$ cat config.mk
export PLATFORM = sky130hd
export DESIGN_NAME = perceptron_scheduler
export DESIGN_NICKNAME = d
export VERILOG_FILES = /design/src/rtl/perceptron_scheduler.sv
export SDC_FILE = /design/constraint.sdc
export NUM_CORES = 1
export LEC_CHECK = 0
export CAP_MARGIN = 20
export CORE_ASPECT_RATIO = 0.6
export CORE_MARGIN = 5
export CORE_UTILIZATION = 55
export CTS_CLUSTER_DIAMETER = 40
export CTS_CLUSTER_SIZE = 14
export DETAILED_ROUTE_END_ITERATION = 8
export DONT_BUFFER_PORTS = 1
export MAX_ROUTING_LAYER = met4
export PLACE_DENSITY = 0.74
export SYNTH_ARGS = -nofsm -noshare
export SYNTH_HDL_FRONTEND = slang
export SYNTH_SLANG_ARGS = --single-unit
$ cat constraint.sdc
create_clock -name clk -period 4 [get_ports clk]
set_input_delay 0.4 -clock clk [delete_from_list [all_inputs] [get_ports clk]]
set_output_delay 0.4 -clock clk [all_outputs]
set_load 0.01 [all_outputs]
$ cat src/rtl/perceptron_scheduler.sv
// Time-multiplexed evaluator for a bank of binary-input perceptrons.
// One saturating adder and one comparator are shared across all neurons and inputs.
module perceptron_scheduler #(
  parameter int N_NEURONS = 8,
  parameter int N_INPUTS  = 8,
  parameter int W_WIDTH   = 8,
  parameter int ACC_WIDTH = 16
) (
  input  logic                 clk,
  input  logic                 rst_n,
  input  logic                 start,
  input  logic [N_INPUTS-1:0]  x_in,
  input  logic                 cfg_we,
  input  logic [2:0]           cfg_neuron,
  input  logic [3:0]           cfg_sel,
  input  logic [W_WIDTH-1:0]   cfg_data,
  output logic                 busy,
  output logic                 done,
  output logic                 cfg_err,
  output logic [N_NEURONS-1:0] result
);

  localparam int NW = (N_NEURONS > 1) ? $clog2(N_NEURONS) : 1;
  localparam int IW = (N_INPUTS > 1) ? $clog2(N_INPUTS) : 1;
  localparam logic [NW-1:0] LAST_NEURON = NW'(N_NEURONS - 1);
  localparam logic [IW-1:0] LAST_INPUT  = IW'(N_INPUTS - 1);

  typedef enum logic [2:0] {
    S_IDLE,
    S_INIT,
    S_ACCUM,
    S_CMP,
    S_DONE
  } state_t;

  state_t state;
  state_t state_next;

  logic [W_WIDTH-1:0]   weight    [N_NEURONS][N_INPUTS];
  logic [W_WIDTH-1:0]   bias      [N_NEURONS];
  logic [W_WIDTH-1:0]   threshold [N_NEURONS];

  logic [N_INPUTS-1:0]  x_reg;
  logic [NW-1:0]        neuron;
  logic [IW-1:0]        idx;
  logic [ACC_WIDTH-1:0] acc;
  logic [N_NEURONS-1:0] shadow;

  logic                 cfg_ok;
  logic [ACC_WIDTH:0]   sum_wide;
  logic [ACC_WIDTH-1:0] sum_sat;
  logic                 fire;

  assign cfg_ok = cfg_we && !busy;

  // Extra carry bit detects overflow so the accumulator clamps instead of wrapping.
  always_comb begin
    sum_wide = {1'b0, acc} + (ACC_WIDTH+1)'(weight[neuron][idx]);
    sum_sat  = sum_wide[ACC_WIDTH] ? {ACC_WIDTH{1'b1}} : sum_wide[ACC_WIDTH-1:0];
    fire     = (acc >= ACC_WIDTH'(threshold[neuron]));
  end

  always_ff @(posedge clk or negedge rst_n) begin
    if (!rst_n) begin
      state <= S_IDLE;
    end else begin
      state <= state_next;
    end
  end

  always_comb begin
    state_next = state;
    case (state)
      S_IDLE:  if (start) state_next = S_INIT;
      S_INIT:  state_next = S_ACCUM;
      S_ACCUM: if (idx == LAST_INPUT) state_next = S_CMP;
      S_CMP:   state_next = (neuron == LAST_NEURON) ? S_DONE : S_INIT;
      S_DONE:  state_next = S_IDLE;
      default: state_next = S_IDLE;
    endcase
  end

  // Config register file; writes only land while no run is in progress.
  always_ff @(posedge clk or negedge rst_n) begin
    if (!rst_n) begin
      for (int n = 0; n < N_NEURONS; n++) begin
        for (int i = 0; i < N_INPUTS; i++) begin
          weight[n][i] <= '0;
        end
        bias[n]      <= '0;
        threshold[n] <= W_WIDTH'(2);
      end
    end else if (cfg_ok) begin
      if (int'(cfg_sel) < N_INPUTS) begin
        weight[cfg_neuron][cfg_sel[IW-1:0]] <= cfg_data;
      end else if (cfg_sel == 4'd8) begin
        bias[cfg_neuron] <= cfg_data;
      end else if (cfg_sel == 4'd9) begin
        threshold[cfg_neuron] <= cfg_data;
      end
    end
  end

  always_ff @(posedge clk or negedge rst_n) begin
    if (!rst_n) begin
      busy    <= 1'b0;
      done    <= 1'b0;
      cfg_err <= 1'b0;
      result  <= '0;
      x_reg   <= '0;
      neuron  <= '0;
      idx     <= '0;
      acc     <= '0;
      shadow  <= '0;
    end else begin
      done    <= 1'b0;
      cfg_err <= cfg_we && busy;
      case (state)
        S_IDLE: begin
          if (start) begin
            x_reg  <= x_in;
            neuron <= '0;
            busy   <= 1'b1;
          end
        end
        S_INIT: begin
          acc <= ACC_WIDTH'(bias[neuron]);
          idx <= '0;
        end
        S_ACCUM: begin
          if (x_reg[idx]) begin
            acc <= sum_sat;
          end
          idx <= idx + 1'b1;
        end
        S_CMP: begin
          shadow[neuron] <= fire;
          if (neuron != LAST_NEURON) begin
            neuron <= neuron + 1'b1;
          end
        end
        // The shadow vector keeps partial results off the visible output.
        S_DONE: begin
          result <= shadow;
          done   <= 1'b1;
          busy   <= 1'b0;
        end
        default: ;
      endcase
    end
  end

endmodule

# Word-level counts from Yosys, hierarchy flattened
# Cells that the tools add are included.
# totals
out_inout_bits	11
mem_bits_rw	0
latch_bits	0
register_bits	692
mem_count	0
in_bits	27
mem_bits_ro	0
wordCells	181
# classes
multipliers	0
addsub	3
muxes	40
n_eq_ne	13
n_bitwise	6
reduce_logical	18
order_cmp	11
div_mod_pow	0
shift	0
# ops
cell	n
512-bit bitwise mux	1
64-bit binary-select mux with 3-bit select	1
64-bit demux with 3-bit select	1
64-bit 2-to-1 mux	3
64-bit bitwise mux	2
8-bit binary-select mux with 3-bit select	3
8-bit 2-to-1 mux	8
8-bit demux with 3-bit select	2
16-bit 2-to-1 mux	2
16-bit case mux with 2 select lines	1
16-bit by 8-bit adder with 17-bit output	1
16-bit by 8-bit greater-or-equal comparator with 1-bit output	1
4-bit greater-or-equal comparator, second input constant	4
3-bit inverter with 4-bit output	4
3-bit 2-to-1 mux	5
3-bit case mux with 2 select lines	2
3-bit case mux with 4 select lines	1
2-bit AND reduction	5
3-bit equality test, second input constant	3
8-bit bitwise mux	1
4-bit equality test, second input constant	2
3-bit by 4-bit less-than comparator with 1-bit output, second input constant	2
4-bit by 1-bit less-than comparator with 1-bit output, second input constant	2
2-bit inequality test, second input constant	4
17 further kinds	30

# Longest topological paths before layout
# logic_depth
depth_word	11
ltp_mapped	17
depth_no_buf	13

# Least setup slack after synthesis
# OpenSTA, ideal clock, no wires.
# synth_timing
path_type	register to register
startpoint	reg neuron[1]
endpoint	reg acc[8]
path_stages_with_launch	15
n_path_buf	2
synth_period_minus_slack_ns	3.883
setup_time_ns	0.083
setup_slack_ns	0.117
required_time_ns	3.917
arrival_time_ns	3.801
cell_sequence	dfrtp_1 -> buf_2 -> buf_2 -> mux4_2 -> mux4_2 -> a22oi_1 -> nand3_1 -> ha_1 -> fa_1 -> a211oi_1 -> o21bai_1 -> a2111oi_0 -> o21a_1 -> o21ai_0 -> o21ai_0
# synth_between
elab_chain_len	11
# synth_lines
element	line_no	text
from (decl)	44	logic [NW-1:0] neuron;
from (signal assigned)	139	neuron <= neuron + 1'b1;
3-bit inverter with 4-bit output (implied by the code)	58	sum_wide = {1'b0, acc} + (ACC_WIDTH+1)'(weight[neuron][idx]);
64-bit binary-select mux with 3-bit select	58	
64-bit 2-to-1 mux (implied by the code) (2 in series)	58	
8-bit binary-select mux with 3-bit select	58	
8-bit 2-to-1 mux (implied by the code) (2 in series)	58	
16-bit by 8-bit adder with 17-bit output	58	
16-bit 2-to-1 mux	59	sum_sat = sum_wide[ACC_WIDTH] ? {ACC_WIDTH{1'b1}} : sum_wide[ACC_WIDTH-1:0];
16-bit 2-to-1 mux	131	if (x_reg[idx]) begin
16-bit case mux with 2 select lines	118	case (state)
to (signal assigned)	127	acc <= ACC_WIDTH'(bias[neuron]);
to (signal assigned)	132	acc <= sum_sat;
to (decl)	46	logic [ACC_WIDTH-1:0] acc;
# Every way passes these cells. The select of a mux whose other input is x is not followed.
# A chain may end at the register's enable or synchronous reset.

# Worst setup path after layout
# layout_timing
startpoint	reg neuron[1]
endpoint	reg acc[9]
# The elaborated chain is that of the path after synthesis.

==> impl_metrics.ini <==
[timing]
fin_ws_ps = -75.7
max_slew_margin_pct = -3.08
finalMaxSlewViolations = 280
clock.fmax_ghz = 0.245
fin_skew_ps = 12.6
rsz0062_at_grt = yes
finalCriticalPeriod_ps = 4080
tns_ps = -179
min_period_over_period_pct = 102
finalSetupViolations = 5
tightest_slew_ps = 1550
finalHoldViolCount = 0

[critical_path]
r2r_setup_slack_ps = -80
crit_family = compound AO/OA/AOI/OAI gates
crit_slowest_cell = dfrtp_4
cp-end-kind = register
path_depth = 16
critPathRequiredTime_ps = 4510
worstReg2RegStart = neuron[1]
startpoint_type = register
reg2reg_to = acc[9]
critPathMaxStageDelay_ps = 540
startpoint = neuron[1]
arrival_ps = 4590
endpoint = acc[9]
reg2reg_depth = 16
cp_max_fo = 7
crit_buf_inv = 5
crit_type = reg2reg
crit_path_cell_trace = buf_12 -> buf_8 -> buf_12 -> buf_4 -> mux4_2 -> mux4_2 -> a21oi_2 -> o21ai_2 -> ha_1 -> a2111oi_2 -> o21ai_2 -> nand3_4 -> buf_6 -> or2_2 -> o21ai_0 -> a22o_1

[floorplanning]
die_h_um = 198
initial_utilization_pct = 55.8
num_rows = 68
top_level_ports = 38
core_um2 = 57800
die_width_um = 323
dieArea_um2 = 63700

[logic_synthesis]
synth_edf_count = 0
synthMostInstantiatedCell = dfrtp_1
syn_nets = 2189
synth_top_flop_cell = dfrtp_1
async_reset_ff_share_pct = 100
postSynthAreaPerCell_um2 = 15.1
synth_top_area_share_pct = 53.1
ys_seq_area_share_pct = 53.7
synth_seq_cells = 692
syn-cell-area_um2 = 32200
synth-warning-count = 0
synth_cell_type_count = 61
synth_area_leader_cell = dfrtp_1
synth_cells = 2141
synth_commonest_cells = dfrtp_1, mux2_2, mux4_2
synth_area_leaders = dfrtp_1, mux2_2, mux4_2

[clock_network]
cts.sinks = 692
cts_buffers = 59
ctsLongestPathBuffers = 3
cts_root_buf = clkbuf_16
clk_latency_ps = 620
clk_pin_slew_ps = 70
cts_tree = yes
cts.htree.levels = 2

[run_status]
status = finished with violations
violations = slew limit, setup timing

[layout]
largest_reg_flops = 512
nNetsFinal = 2252
regMostFlops = weight
antenna_cells = 0
utilization_pct = 62.9
syn_to_final_growth_pct = 12.7
reg_top3 = weight x512, bias x64, threshold x64
drive_gt1_share_pct = 51.5

[global_route]
grt_max_degree = 693
grt_pass1_vias = 19686
grt_remaining_overflow = 0
groute.usage.overall_pct = 26.6
antenna_found_initial = 1
grt_pass1_wl_mm = 126

[placement]
dp_hpwl_mm = 51.6
pre_cts_slack_ps = -268
gp_congestion = 0.888
io_buffers = 0

[pwr]
ir_worst_vdd_uv = 466
cellLeakagePower_nw = 17.4
power_density_nw_per_um2 = 474

[flow_run]
cap_violations = 0

[drt]
drt_pass1_iterations = 5
drt-met1-wl_mm = 38.6
num_vias = 19478
routed_wl_mm = 81.9
met3_wirelength_mm = 6.93
ant_nets = 0
drcViolationCount = 0
top_layer = met4
met2_length_mm = 35.2
vias_per_cell = 6.49
avgRoutedWirePerCell_um = 27.3
drt_iter0_drc = 2216

[worst_hold_path]
hold_path.class = in2async
==> final cells by class <==
type,count,area (µm²)
Sequential cell,692,17300
Clock buffer,77,1600
Tap cell,770,963
Multi-Input combinational cell,1282,14500
Inverter,9,33.8
Timing Repair Buffer,160,1790
Fill cell,4095,21400
Clock inverter,12,131
==> worst min-delay path by stage <==
| stage | cells after the start | endpoint | from | slack [ps] |
|---|---|---|---|---|
| global route | 2 | weight[76] | cfg_neuron[0] | 70 |
| finish | 1 | weight[85] | rst_n | 40 |
| CTS | 0 | weight[379] | rst_n | -500 |
| detailed placement | 0 | weight[379] | rst_n | 160 |
| floorplan | 0 | acc[0] | rst_n | 100 |
| global placement | 0 | weight[507] | rst_n | 150 |
==> placed cells by master, fill, tap and decap left out, drive strengths merged, types with 3 or more instances in the layout <==
master | synthesis | final
dlygate4sd3 | 0 | 12
nand3 | 25 | 25
clkinv | 0 | 6
o22ai | 8 | 8
a21oi | 23 | 23
nand2b | 8 | 8
clkbuf | 91 | 80
a211oi | 4 | 4
buf | 67 | 145
inv | 9 | 12
mux2 | 659 | 659
xnor2 | 5 | 5
nor2b | 11 | 11
nand4 | 3 | 3
o21ai | 33 | 33
nor2 | 34 | 34
mux2i | 43 | 43
a21o | 5 | 5
nor3b | 5 | 5
nand2 | 136 | 136
dfrtp | 684 | 684
a22oi | 21 | 21
and2 | 8 | 8
nor3 | 12 | 12
or3 | 3 | 3
dfstp | 8 | 8
ha | 20 | 20
and3 | 6 | 6
mux4 | 176 | 176
==> cell families after synthesis <==
| family | share of synthesized area [%] |
|---|---|
| compound gates | 2.27 |
| xor+xnor | 0.190 |
| fa+ha+maj | 0.838 |
| buf+inv | 2.28 |
| flops | 53.7 |
| mux | 36.6 |
| simple gates | 4.05 |
==> timing repair <==
item | CTS | global route
gates cloned | 0 | 3
pin swaps | 6 | 22
endpoints found under the hold margin | 1325 | 7
endpoints found under the setup margin | 16 | 16
buffers inserted | 2 | 24
resized for setup | 24 | 69
hold buffers | 19 | 1
==> power by group <==
part	leakage (nW)	internal (mW)	total (mW)	switching (mW)
registers	9.59	7.16	7.35	0.188
clock network	0.842	2.91	5.48	2.57
logic	6.98	2.01	4.42	2.40
total	17.4	12.1	17.2	5.16
==> per-stage QoR <==
stage / instance area (µm²) / hold slack, ps / instances / power (mW)
floorplan: 32200 / 104 / 2141 / 9.84
finish: 36400 / 40.6 / 3002 / 17.2
global placement: 33500 / 153 / 2860 / 11.0
detailed placement: 33500 / 160 / 2860 / 11.1
CTS: 35700 / -499 / 2970 / 16.7
global route: 36400 / 72.1 / 3002 / 17.9
==> routing by layer <==
metal | up-vias | track usage [%]
met3 | 93 | 5.49
met2 | 684 | 35.8
met5 | - | -
met1 | 10639 | 42.4
met4 | 0 | 4.37
li1 | 8062 | -
No activity file was read; power rests on OpenSTA's default activity.
